<file path="src/rtl/ro_deframer.sv">
// ro_deframer: receive-side deframer for the time-multiplexed readout bus.
// Decodes the active slot from the gray-count step, captures the shared
// eve/pol_eve lines on the falling edge, and queues {slot, eve, pol} records
// in a small FIFO with a valid/ready output.
// Optional feature macro: RO_EVENT_FILTER_EN (skip records with eve=pol=0).
`timescale 1ns/1ps

module ro_deframer #(
   parameter int N_SLOT     = 19,
   parameter int IDX_W      = 5,
   parameter int FIFO_DEPTH = 4,
   parameter int DROP_W     = 8
) (
   input  logic              clk_master,
   input  logic              rstb,
   input  logic [N_SLOT-1:0] gray,
   input  logic              out_mux_eve,
   input  logic              out_mux_pol_eve,
   input  logic              ev_ready,
   output logic              ev_valid,
   output logic [IDX_W-1:0]  ev_slot,
   output logic              ev_eve,
   output logic              ev_pol,
   output logic [DROP_W-1:0] drop_cnt,
   output logic              gray_err
);

   localparam int PTR_W = $clog2(FIFO_DEPTH);

   typedef struct packed {
      logic [IDX_W-1:0] slot;
      logic             eve;
      logic             pol;
   } rec_t;

   logic [N_SLOT-1:0] gray_prev;
   logic [N_SLOT-1:0] diff;
   logic [N_SLOT-1:0] cap_diff;
   logic              cap_eve;
   logic              cap_pol;

   logic              one_hot;
   logic              multi_hot;
   logic              push;
   logic [IDX_W-1:0]  hot_idx;

   rec_t              mem [FIFO_DEPTH];
   rec_t              head;
   logic [PTR_W:0]    wr_ptr;
   logic [PTR_W:0]    rd_ptr;
   logic              empty;
   logic              full;
   logic              pop;
   logic              wr_en;
   logic              drop;

   // Stage A: remember the gray value held just before this edge's update.
   // NOTE: sequential state uses non-blocking assignments so every flop samples pre-edge values.
   always_ff @(posedge clk_master or negedge rstb) begin
      if (!rstb) gray_prev <= '0;
      else       gray_prev <= gray;
   end

   // During the high phase the toggled bit identifies the slot driving the bus.
   assign diff = gray ^ gray_prev;

   // Stage B: sample the bus and the slot step while the driver is still enabled.
   always_ff @(negedge clk_master or negedge rstb) begin
      if (!rstb) begin
         cap_diff <= '0;
         cap_eve  <= 1'b0;
         cap_pol  <= 1'b0;
      end else begin
         cap_diff <= diff;
         cap_eve  <= out_mux_eve;
         cap_pol  <= out_mux_pol_eve;
      end
   end

   // Stage C decode: priority-encode the captured step into a slot index.
   // NOTE: a default ahead of the loop keeps this purely combinational (no latch).
   always_comb begin
      hot_idx = '0;
      for (int i = 0; i < N_SLOT; i++) begin
         if (cap_diff[i]) hot_idx = IDX_W'(i);
      end
   end

   assign one_hot   = (cap_diff != '0) && ((cap_diff & (cap_diff - N_SLOT'(1))) == '0);
   assign multi_hot = (cap_diff != '0) && !one_hot;

`ifdef RO_EVENT_FILTER_EN
   assign push = one_hot & (cap_eve | cap_pol);
`else
   assign push = one_hot;
`endif

   // FIFO bookkeeping: one extra pointer bit separates full from empty.
   assign empty = (wr_ptr == rd_ptr);
   assign full  = (wr_ptr[PTR_W] != rd_ptr[PTR_W]) &&
                  (wr_ptr[PTR_W-1:0] == rd_ptr[PTR_W-1:0]);
   assign pop   = ev_valid & ev_ready;
   assign wr_en = push & (~full | pop);
   assign drop  = push & full & ~pop;

   // Record storage write port.
   // NOTE: storage is not reset; ev_* are gated by ev_valid so stale entries never show.
   always_ff @(posedge clk_master) begin
      if (wr_en) mem[wr_ptr[PTR_W-1:0]] <= '{slot: hot_idx, eve: cap_eve, pol: cap_pol};
   end

   // Pointers, saturating drop counter and sticky gray-step error flag.
   always_ff @(posedge clk_master or negedge rstb) begin
      if (!rstb) begin
         wr_ptr   <= '0;
         rd_ptr   <= '0;
         drop_cnt <= '0;
         gray_err <= 1'b0;
      end else begin
         if (wr_en) wr_ptr <= wr_ptr + (PTR_W+1)'(1);
         if (pop)   rd_ptr <= rd_ptr + (PTR_W+1)'(1);
         if (drop && (drop_cnt != '1)) drop_cnt <= drop_cnt + DROP_W'(1);
         if (multi_hot) gray_err <= 1'b1;
      end
   end

   assign head     = mem[rd_ptr[PTR_W-1:0]];
   assign ev_valid = ~empty;
   assign ev_slot  = ev_valid ? head.slot : '0;
   assign ev_eve   = ev_valid ? head.eve  : 1'b0;
   assign ev_pol   = ev_valid ? head.pol  : 1'b0;

endmodule

</file>
<file path="config.mk">
export PLATFORM = sky130hd
export DESIGN_NAME = ro_deframer
export DESIGN_NICKNAME = d
export VERILOG_FILES = /design/src/rtl/ro_deframer.sv
export SDC_FILE = /design/constraint.sdc
export NUM_CORES = 1
export LEC_CHECK = 0
export ABC_AREA = 1
export BUFFER_PORTS_ARGS = -buffer_cell sky130_fd_sc_hd__buf_4
export CORE_MARGIN = 2
export CORE_UTILIZATION = 50
export CTS_BUF_LIST = sky130_fd_sc_hd__clkbuf_8
export CTS_CLUSTER_SIZE = 30
export DETAILED_ROUTE_END_ITERATION = 8
export GPL_TIMING_DRIVEN = 0
export PLACE_DENSITY_LB_ADDON = 0.08
export SYNTH_ARGS = -nofsm -noshare
export SYNTH_HDL_FRONTEND = slang
export SYNTH_SLANG_ARGS = --single-unit
</file>
<file path="constraint.sdc">
create_clock -name clk_master -period 2.2 [get_ports clk_master]
set_clock_uncertainty 0.15 [all_clocks]
set_input_delay 0.11 -clock clk_master [delete_from_list [all_inputs] [get_ports clk_master]]
set_output_delay 0.11 -clock clk_master [all_outputs]
set_load 0.01 [all_outputs]
</file>
## Yosys cells after proc, flatten, opt, wreduce, memory -nomap -nowiden

Memory sizes are Yosys's and may differ from the RTL's.
Index checks and enable logic that the tools add are counted.

- Add/subtract/negate cells: 4
- Multiply operators: 0
- Divide/modulo/power cells: 0
- Magnitude comparators: 0
- Equal/unequal tests: 4
- Shift-type cells: 0
- Muxes and demuxes: 23
- Bitwise logic cells: 10
- Reductions and logical operators: 7

Operators by type and width:

| kind | number |
|---|---|
| two-way mux 5 bit | 18 |
| AND 19 bit | 1 |
| zero test 19 bit | 1 |
| nonzero test 19 bit | 1 |
| subtractor 19 x 1 -> 19 bit (second input constant) | 1 |
| XOR 19 bit | 1 |
| adder 8 x 1 -> 8 bit (second input constant) | 1 |
| != test 8 bit (second input constant) | 1 |
| adder 3 x 1 -> 3 bit (second input constant) | 2 |
| two-way mux 1 bit | 5 |
| AND 1 bit | 4 |
| logical AND 1 bit | 4 |
| == test 3 bit | 1 |
| inverter 1 bit | 3 |
| == test 2 bit | 1 |
| zero test 1 bit | 1 |
| != test 1 bit | 1 |
| bitwise OR 1 bit | 1 |

- Bits in registers: 55
- Bits in latches: 0
- RAM bits: 28
- ROM bits: 0
- Input bits: 24
- Output and inout bits: 17
- Word-level logic and storage cells: 57
- Memories kept: 1

Memories:

| memory | words | width | read ports | clocked after memory_dff | write ports | line | text |
|---|---|---|---|---|---|---|---|
| mem | 4 | 7 | 1 | 0 | 1 | 47 | `rec_t mem [FIFO_DEPTH];` |

## Longest topological paths before layout

Gate-level depths: netlist of run 1.

- Depth in word-level cells: 18
- Depth in mapped cells: 17

==> results of run 1 <==
layout make-up:
type / count / area, um2
plain buffers: 5 / 37.5
clock inverters: 7 / 82.6
clock buffers: 9 / 124
flip-flops and latches: 83 / 2220
well taps: 96 / 120
multi-input cells: 215 / 1340
repair buffers: 77 / 656
inverters: 45 / 169
fillers: 553 / 2120
kinds of logic after synthesis:
group                    share of synthesized area (%)
flip-flops                                        61.6
AO/OA/AOI/OAI                                     5.53
buffers and inverters                             5.46
adder cells (fa/ha/maj)                           2.09
AND/OR/NAND/NOR                                   18.5
multiplexers                                     0.313
XOR/XNOR                                          6.57
timing repair:
item / in CTS / in global routing
cloned: 0 / 1
gates resized for setup: 15 / 24
setup endpoints to repair: 67 / 67
pin swaps: 6 / 16
hold buffers: 21 / 0
setup buffers: 6 / 10
hold endpoints to repair: 55 / 0
synth_stat cells, drive strengths merged:
cell type   n
a21oi       4
a31oi       1
and3        1
buf         2
clkbuf      3
dfrtn      21
dfrtp      34
edfxtp     28
ha          6
inv        45
mux2        1
nand2      70
nand3      18
nand4       8
nor2       46
nor3        6
nor4        1
o21a        1
o21ai      17
o32ai       7
or2         1
xnor2       4
xor2       23
state kept, by name (all words and copies together), names as in the netlist:
| signal | cells |
|---|---|
| gray_prev | 19 |
| wr_ptr | 3 |
| mem | 28 |
| cap_eve | 1 |
| rd_ptr | 3 |
| cap_pol | 1 |
| cap_diff | 19 |
| drop_cnt | 8 |
| gray_err | 1 |
power breakdown:
part           switching [mW]  internal [mW]
registers              0.0865           1.69
clock network           0.511          0.626
logic                   0.602          0.480
layer usage:
metal,global-route usage (%),wire (um),up-vias
li1,-,-,1305
met1,25.6,3240,1249
met2,29.2,3390,46
met3,3.36,205,9
met4,7.85,99,0
met5,0,0,-
worst max-delay path, stage by stage, from the launching register on:
cell and delay, ps:
dfrtn_1 390, nor2_2 170, nand2_2 100, nor3_4 220, nand2_1 130, nand2_1 70
o21ai_0 70, nor2_1 110, nand3_2 120, nor2_4 140, nand2_4 120, nor2_4 260
final timing paths:
| check | start | to |
|---|---|---|
| max in group asynchronous | rstb | cap_diff[4] |
| setup / recovery | cap_diff[14] | mem[0][2] |
| min in group clk_master | gray[17] | gray_prev[17] |
| hold / removal | rstb | gray_prev[11] |
| setup reg to reg | cap_diff[14] | mem[0][2] |
| hold reg to reg | gray_err | gray_err |
metrics by stage:
step / setup slack, ps / setup TNS [ps] / hold WS [ps] / power [mW]
after CTS: -1260 / -52900 / 223 / 3.96
after detailed placement: -1420 / -58810 / 56.5 / 2.78
after global placement: -1400 / -57460 / 45.6 / 2.75
after floorplan: -1050 / -42510 / -336 / 2.38
final: -1250 / -54490 / 211 / 4.00
after global routing: -1390 / -61570 / 269 / 4.24
==> metrics.yaml, run 1 <==
setup_path:
  worstPathRequired_ps: 2070
  reg2regPathDepth: 11
  worstPathArrival_ps: 3320
  cp-end-kind: "flop"
  critPathKind: "reg -> reg"
  rrSetupSlack_ps: -1250
  cp_max_fo: 7
  cp-start-kind: "flop"
layout:
  final_nets: 466
  antenna_cells: 0
  area_growth_pct: 32.0
  mostFrequentLayoutCells: "nand2_1 (60), buf_4 (54), inv_1 (37), dfrtp_1 (33), nor2_1 (32)"
  final_cells: 537
  fin_area_um2: 4750
  layout_commonest_cell: "nand2_1"
  drive_above_1_share_pct: 28.3
  fin_util_pct: 69.2
clock_network:
  cts_tree: "yes"
  clockBufferDepth: 2
  path_clk_slew_ps: 80
  cts_max_level: 3
  clk_latency_ps: 340
  cts_made_buffers: 9
  clock-root-buffer: "clkbuf_8"
  clock-sinks: 83
place:
  gp_congestion: 0.778
  hpwlAfterDp_mm: 4.36
  placedInstanceArea_um2: 4090
  port_buffers: 40
  place_inst: 484
logic_synthesis:
  avgSynthCellArea_um2: 10.3
  synth-seq-area-share_pct: 61.6
  synth.area.top_cells: "dfrtp_1 (24%), edfxtp_1 (23%), dfrtn_1 (15%), nand2_1 (7.0%), xor2_1 (5.6%)"
  syn-cell-area_um2: 3600
  synth.top_cell.area_share_pct: 23.6
  synth_nets: 378
  yosysWarnings: 0
  syn_inst: 348
  synth.largest_area_cell: "dfrtp_1"
  synthDistinctLibCells: 32
  ys_ff_latch: 83
timing:
  slew_headroom_pct: 54.1
  setup_viol: 56
  slew_violations: 0
  tightest_slew_ps: 689
  rsz0062_at_grt: "yes"
  hold_viol: 0
  finalWorstSetupSlack_ps: -1250
floorplan:
  start_util_pct: 52.4
  die-area_um2: 7890
  num_rows: 30
  die_w_um: 88.9
  core_area_um2: 6870
  die_h_um: 88.9
  io_pins: 41
outcome:
  violations: "negative setup slack"
  status: "complete, but fails checks"
min_path:
  min_path_type: "in -> async"
grt:
  grt_pass1_vias: 2376
  antenna_found_initial: 0
  grt_max_degree: 56
  grt_pass1_wl_mm: 11.0
  grt.total_usage_pct: 18.6
  grt_overflow: 0
pwr:
  power_density_nw_per_um2: 842
  p_leak_nw: 2.13
  ir_worst_vdd_v: 0.000430
drt:
  drt_wl_total_mm: 6.94
  first_pass_iters: 4
  first_iter_violations: 118
  drc: 0
  detail-route-antenna-nets: 0
  wl_per_cell_um: 12.9
  vias: 2609
  drt-vias-per-instance: 4.86
run:
  cap_violations: 0
(Power assumes the default switching activity.)
==> inputs of run 2 (changes only) <==
==> constraint.sdc (replaced) <==
create_clock -name clk_master -period 4.2 [get_ports clk_master]
set_clock_uncertainty 0.15 [all_clocks]
set_input_delay 0.21 -clock clk_master [delete_from_list [all_inputs] [get_ports clk_master]]
set_output_delay 0.21 -clock clk_master [all_outputs]
set_load 0.01 [all_outputs]
==> metrics.yaml, run 2 (synthesized netlist as in run 1, its figures left out) <==
layout:
  drive_above_1_share_pct: 23.5  # -4.9 points
  multi_input_area_um2: 1260  # -6.0%
  mostFrequentLayoutCells: "nand2_1 (62), buf_4 (54), inv_1 (43), dfrtp_1 (34), nor2_1 (33)"
  fin_area_um2: 4650  # -2.2%
  largest_reg_flops: 28  # unchanged
  area_growth_pct: 29.1
  regArea_um2: 2220  # about the same
  layout_commonest_cell: "nand2_1"
  final_nets: 464  # -0.43%
  fill_cells: 550  # -0.54%
  antenna_cells: 0  # unchanged
outcome:
  status: "complete, but fails checks"
  violations: "negative setup slack"
pwr:
  p_leak_nw: 2.10  # -1.6%
  total_power_mw: 2.12  # -47%
  power_density_nw_per_um2: 456  # -46%
  netSwitchingFraction_pct: 28.7  # -1.3 points
  p_seq_share_pct: 43.8  # -0.7 points
  p_int_mw: 1.51  # -46%
  combPwrFrac_pct: 25.1  # -2.0 points
  p_clk_share_pct: 31.1  # +2.7 points
  switchingPower_mw: 0.608  # -49%
  ir_worst_vdd_v: 0.000198  # -54%
floorplan:
  die-area_um2: 7890  # unchanged
  die_h_um: 88.9  # unchanged
  num_rows: 30  # unchanged
  die_w_um: 88.9  # unchanged
  io_pins: 41  # unchanged
  start_util_pct: 52.4  # unchanged
  core_area_um2: 6870  # unchanged
place:
  gp_congestion: 0.829  # +6.7%
  hpwlAfterDp_mm: 4.20  # -3.7%
  port_buffers: 40  # unchanged
  placedInstanceArea_um2: 4060  # -0.67%
drt:
  wl_per_cell_um: 12.1  # -6.5%
  drt-vias-per-instance: 4.76  # -2.1%
  first_pass_iters: 6  # +2
  drc: 0  # unchanged
  vias: 2545  # -2.5%
  detail-route-antenna-nets: 0  # unchanged
  first_iter_violations: 115  # -2.5%
  drt_wl_total_mm: 6.47  # -6.8%
grt:
  grt_pass1_vias: 2447  # +3.0%
  grt_overflow: 0  # unchanged
  grt.total_usage_pct: 18.1  # -0.49 points
  grt_max_degree: 56  # unchanged
  grt_pass1_wl_mm: 10.6  # -3.0%
  antenna_found_initial: 0  # unchanged
timing:
  tightest_slew_ps: 669  # -19.4 ps
  hold_ws_ps: 299  # +87.7 ps
  slew_headroom_pct: 55.4  # +1.3 points
  rsz0062_at_grt: "yes"
  finalWorstSetupSlack_ps: -182  # +1070 ps
  setup_viol: 38  # -32%
  slew_violations: 0  # unchanged
  hold_viol: 0  # unchanged
setup_path:
  worstPathArrival_ps: 4260  # +940 ps
  cp_max_fo: 7  # unchanged
  rr_endpoint: "mem[0][4]"
  cp-start-kind: "flop"
  worstPathRequired_ps: 4080  # +2010 ps
  reg2reg_from: "cap_diff[4]"
  critPathKind: "reg -> reg"
  rrSetupSlack_ps: -180  # +1070 ps
  reg2regPathDepth: 11  # unchanged
  cp-end-kind: "flop"
clock_network:
  clock-sinks: 83  # unchanged
  cts_max_level: 3  # unchanged
  clk_latency_ps: 340  # about the same
  path_clk_slew_ps: 70  # about the same
  clock-root-buffer: "clkbuf_8"
  cts_made_buffers: 9  # unchanged
  clockBufferDepth: 2  # unchanged
  cts_tree: "yes"
min_path:
  min_path_type: "in -> async"
run:
  cap_violations: 0  # unchanged
==> run 2: cell count changes in the layout (fill, tap and decap cells not counted), moves of 3 or more <==
cell	delta
nor2_4	-3
clkbuf_1	+3
nand3_1	+4
inv_1	+6
inv_2	-4
nand3_2	-4
==> run 2: how the worst max path moves through the flow <==
stage                start   endpoint  slack, ps  cells past startpoint
6_report       cap_diff[4]  mem[0][4]       -180                     11
5_1_grt        cap_diff[4]  mem[0][3]       -320                     11
4_1_cts        cap_diff[5]  mem[0][6]       -240                     11
3_5_place_dp   cap_diff[4]  mem[0][5]       -410                     11
3_3_place_gp   cap_diff[2]  mem[0][5]       -430                     11
2_1_floorplan  cap_diff[4]  mem[3][0]        -50                     11
==> run 2: area by class of cell <==
class | count | share of cell area, %
well taps | 96 | 2.58
plain buffers | 5 | 0.592
multi-input cells | 215 | 27.2
repair buffers | 75 | 13.2
clock inverters | 7 | 2.37
flip-flops and latches | 83 | 47.7
clock buffers | 9 | 2.67
inverters | 45 | 3.63
==> run 2: timing repair <==
action                                  in CTS  in global routing
resized for setup                            5                 13
pin swaps                                    7                 13
hold buffers                                21                  0
setup buffers                                5                  9
endpoints found under the setup margin      39                 39
hold endpoints to repair                    54                  0
==> run 2: metal layers <==
layer	global-route usage, %	wire length (um)
met3	3.73	173
met2	29.2	3140
met5	0	0
met4	9.09	75
met1	23.2	3070
==> run 2: power by group through the flow <==
stage / clock network [mW] / logic [mW] / registers (mW)
5_1_grt: 0.705 / 0.603 / 0.935
2_1_floorplan: 0 / 0.311 / 0.933
3_5_place_dp: 0 / 0.501 / 0.942
4_1_cts: 0.677 / 0.524 / 0.926
6_report: 0.659 / 0.532 / 0.929
3_3_place_gp: 0 / 0.491 / 0.942
==> run 2: through the flow <==
step / std cells / setup slack (ps) / utilization (%) / TNS, ps
after floorplan: 348 / -52.2 / - / -1460
after global placement: 484 / -427 / 59.1 / -12280
after detailed placement: 484 / -410 / 59.1 / -11830
after CTS: 526 / -236 / 66.3 / -6370
after global routing: 535 / -325 / 67.7 / -10450
final: 535 / -182 / 67.7 / -5160
==> run 2: critical path: stages (launching register included) <==
cell	delay (ps)
dfrtn_1	390
nor2_4	140
nand2_2	80
nor2_4	160
inv_2	70
nor3_4	130
o21ai_0	110
nor2_2	130
nand3_2	110
nor2_4	130
nand2_4	110
nor2_4	240
==> inputs of run 3 (changes only) <==
--- a/config.mk
+++ b/config.mk
@@ -7,12 +7,14 @@
 export LEC_CHECK = 0
 export ABC_AREA = 1
 export BUFFER_PORTS_ARGS = -buffer_cell sky130_fd_sc_hd__buf_4
+export CAP_MARGIN = 40
+export CORE_ASPECT_RATIO = 0.5
 export CORE_MARGIN = 2
 export CORE_UTILIZATION = 50
 export CTS_BUF_LIST = sky130_fd_sc_hd__clkbuf_8
 export CTS_CLUSTER_SIZE = 30
 export DETAILED_ROUTE_END_ITERATION = 8
-export GPL_TIMING_DRIVEN = 0
+export GPL_TIMING_DRIVEN = 1
 export PLACE_DENSITY_LB_ADDON = 0.08
 export SYNTH_ARGS = -nofsm -noshare
 export SYNTH_HDL_FRONTEND = slang
==> metrics.yaml, run 3 (synthesized netlist as in run 1, its figures left out) <==
outcome:
  status: "complete, but fails checks"
  violations: "negative setup slack"
pwr:
  switchingPower_mw: 0.622  # +2.3%
  p_leak_nw: 2.23  # +6.2%
  netSwitchingFraction_pct: 28.2  # -0.51 points
  p_int_mw: 1.58  # +4.9%
  total_power_mw: 2.21  # +4.1%
  ir_worst_vdd_v: 0.000230  # +16%
  p_clk_share_pct: 33.0  # +1.9 points
  power_density_nw_per_um2: 456  # about the same
  combPwrFrac_pct: 23.7  # -1.4 points
  p_seq_share_pct: 43.3  # -0.5 points
drt:
  drc: 0  # unchanged
  detail-route-antenna-nets: 0  # unchanged
  drt-vias-per-instance: 4.84  # +1.7%
  vias: 2679  # +5.3%
  wl_per_cell_um: 13.0  # +7.5%
  first_iter_violations: 218  # +90%
  drt_wl_total_mm: 7.20  # +11%
  first_pass_iters: 4  # -2
min_path:
  min_path_type: "in -> async"
timing:
  slew_headroom_pct: 59.3  # +3.9 points
  tightest_slew_ps: 605  # -63.8 ps
  finalWorstSetupSlack_ps: -135  # +46.6 ps
  rsz0062_at_grt: "yes"
  slew_violations: 0  # unchanged
  setup_viol: 36  # -5.3%
  hold_viol: 0  # unchanged
clock_network:
  cts_made_buffers: 9  # unchanged
  clk_latency_ps: 360  # +20 ps
  path_clk_slew_ps: 80  # about the same
  clock-root-buffer: "clkbuf_8"
  clockBufferDepth: 2  # unchanged
  cts_max_level: 3  # unchanged
  cts_tree: "yes"
  clock-sinks: 83  # unchanged
grt:
  grtUsageMet2_pct: 34.7  # +5.5 points
  met1_usage_pct: 25.9  # +2.7 points
  grt_use_met3_pct: 7.68  # +3.9 points
  grt.total_usage_pct: 21.0  # +2.9 points
  grt_overflow: 0  # unchanged
  grt_max_degree: 43  # -23%
  grt-busiest-layer: "met2"
  grt_pass1_vias: 2702  # +10%
  antenna_found_initial: 0  # unchanged
  grt_pass1_wl_mm: 12.4  # +16%
place:
  port_buffers: 40  # unchanged
  hpwlAfterDp_mm: 4.98  # +19%
  placedInstanceArea_um2: 4270  # +5.3%
  gp_congestion: 0.907  # +9.4%
floorplan:
  die-area_um2: 7940  # +0.52%
  io_pins: 41  # unchanged
  core_area_um2: 6830  # -0.55%
  num_rows: 21  # -30%
  die_h_um: 64  # -28%
  die_w_um: 124  # +40%
  start_util_pct: 52.7  # +0.29 points
run:
  cap_violations: 0  # unchanged
setup_path:
  cp_max_fo: 7  # unchanged
  cp-start-kind: "flop"
  worstPathArrival_ps: 4240  # -20 ps
  reg2regPathDepth: 11  # unchanged
  reg2reg_from: "cap_diff[2]"
  cp-end-kind: "flop"
  worstPathRequired_ps: 4110  # +30 ps
  rrSetupSlack_ps: -140  # +50 ps
  critPathKind: "reg -> reg"
  rr_endpoint: "mem[1][6]"
layout:
  fill_cells: 515  # -6.4%
  layout_commonest_cell: "buf_4"
  antenna_cells: 0  # unchanged
  final_nets: 487  # +5.0%
  fin_area_um2: 4840  # +4.1%
  area_growth_pct: 34.4
  mostFrequentLayoutCells: "buf_4 (82), nand2_1 (62), inv_1 (41), nor2_1 (35), dfrtp_1 (34)"
  drive_above_1_share_pct: 27.7  # +4.2 points
  largest_reg_flops: 28  # unchanged
  fin_util_pct: 70.8  # +3.2 points
==> run 3: cell count changes in the layout (fill, tap and decap cells not counted), moves of 2 or more <==
| cell | previous run | this run |
|---|---|---|
| nor2_1 | 33 | 35 |
| buf_4 | 54 | 82 |
| clkbuf_1 | 3 | 0 |
| inv_1 | 43 | 41 |
==> run 3: critical path, cell delays in order, from the launching register on <==
cell and delay [ps]:
dfrtn_1 360, nor2_2 160, nand2_2 90, nor2_4 160, inv_2 60, o21ai_1 130, nand3_1 110, a21oi_2 140
nand3_2 120, nor2_4 130, nand2_4 110, nor2_4 220
==> run 3: repair_timing <==
action	CTS	global route
buffers inserted	7	2
resized for setup	11	5
endpoints found under the hold margin	40	0
hold buffers	21	0
pin swaps	11	8
endpoints found under the setup margin	37	40
==> run 3: stage by stage <==
step	cells	setup slack, ps	hold WS, ps	setup TNS (ps)
floorplan	348	-52.2	-236	-1460
CTS	552	-125	240	-3120
global placement	508	-96.4	80.9	-2470
detailed placement	508	-154	91.4	-4450
finish	554	-135	228	-3550
global route	554	-268	271	-8260
==> run 3: worst max path at each step <==
stage                       startpoint         to  slack, ps  cells after the start
final                      cap_diff[2]  mem[1][6]       -140                     11
after global routing       cap_diff[2]  mem[0][0]       -270                     11
after CTS                  cap_diff[3]  mem[1][0]       -130                     10
after detailed placement   cap_diff[2]  mem[1][0]       -150                     11
after global placement    cap_diff[13]  mem[1][0]       -100                     13
after floorplan            cap_diff[4]  mem[3][0]        -50                     11
==> run 3: metal layers <==
metal | routed length, um | share of wire (%)
met5 | 0 | 0
met4 | 70 | 0.97
met3 | 405 | 5.6
met2 | 3450 | 48
met1 | 3270 | 45
==> run 3: area by class of cell <==
| type | instances | area, um2 | area share [%] |
|---|---|---|---|
| inverter | 45 | 169 | 3.49 |
| sequential | 83 | 2220 | 45.8 |
| clock buffer | 9 | 124 | 2.56 |
| timing repair buffer | 103 | 826 | 17.1 |
| multi-input combinational | 215 | 1250 | 25.9 |
| clock inverter | 7 | 133 | 2.74 |
| tap | 92 | 115 | 2.38 |
==> run 3: power groups by stage <==
stage / clock network (mW) / logic (mW) / registers (mW)
final: 0.728 / 0.523 / 0.956
after global routing: 0.777 / 0.590 / 0.964
after CTS: 0.742 / 0.526 / 0.955
after detailed placement: 0 / 0.497 / 0.971
after global placement: 0 / 0.488 / 0.966
after floorplan: 0 / 0.311 / 0.933
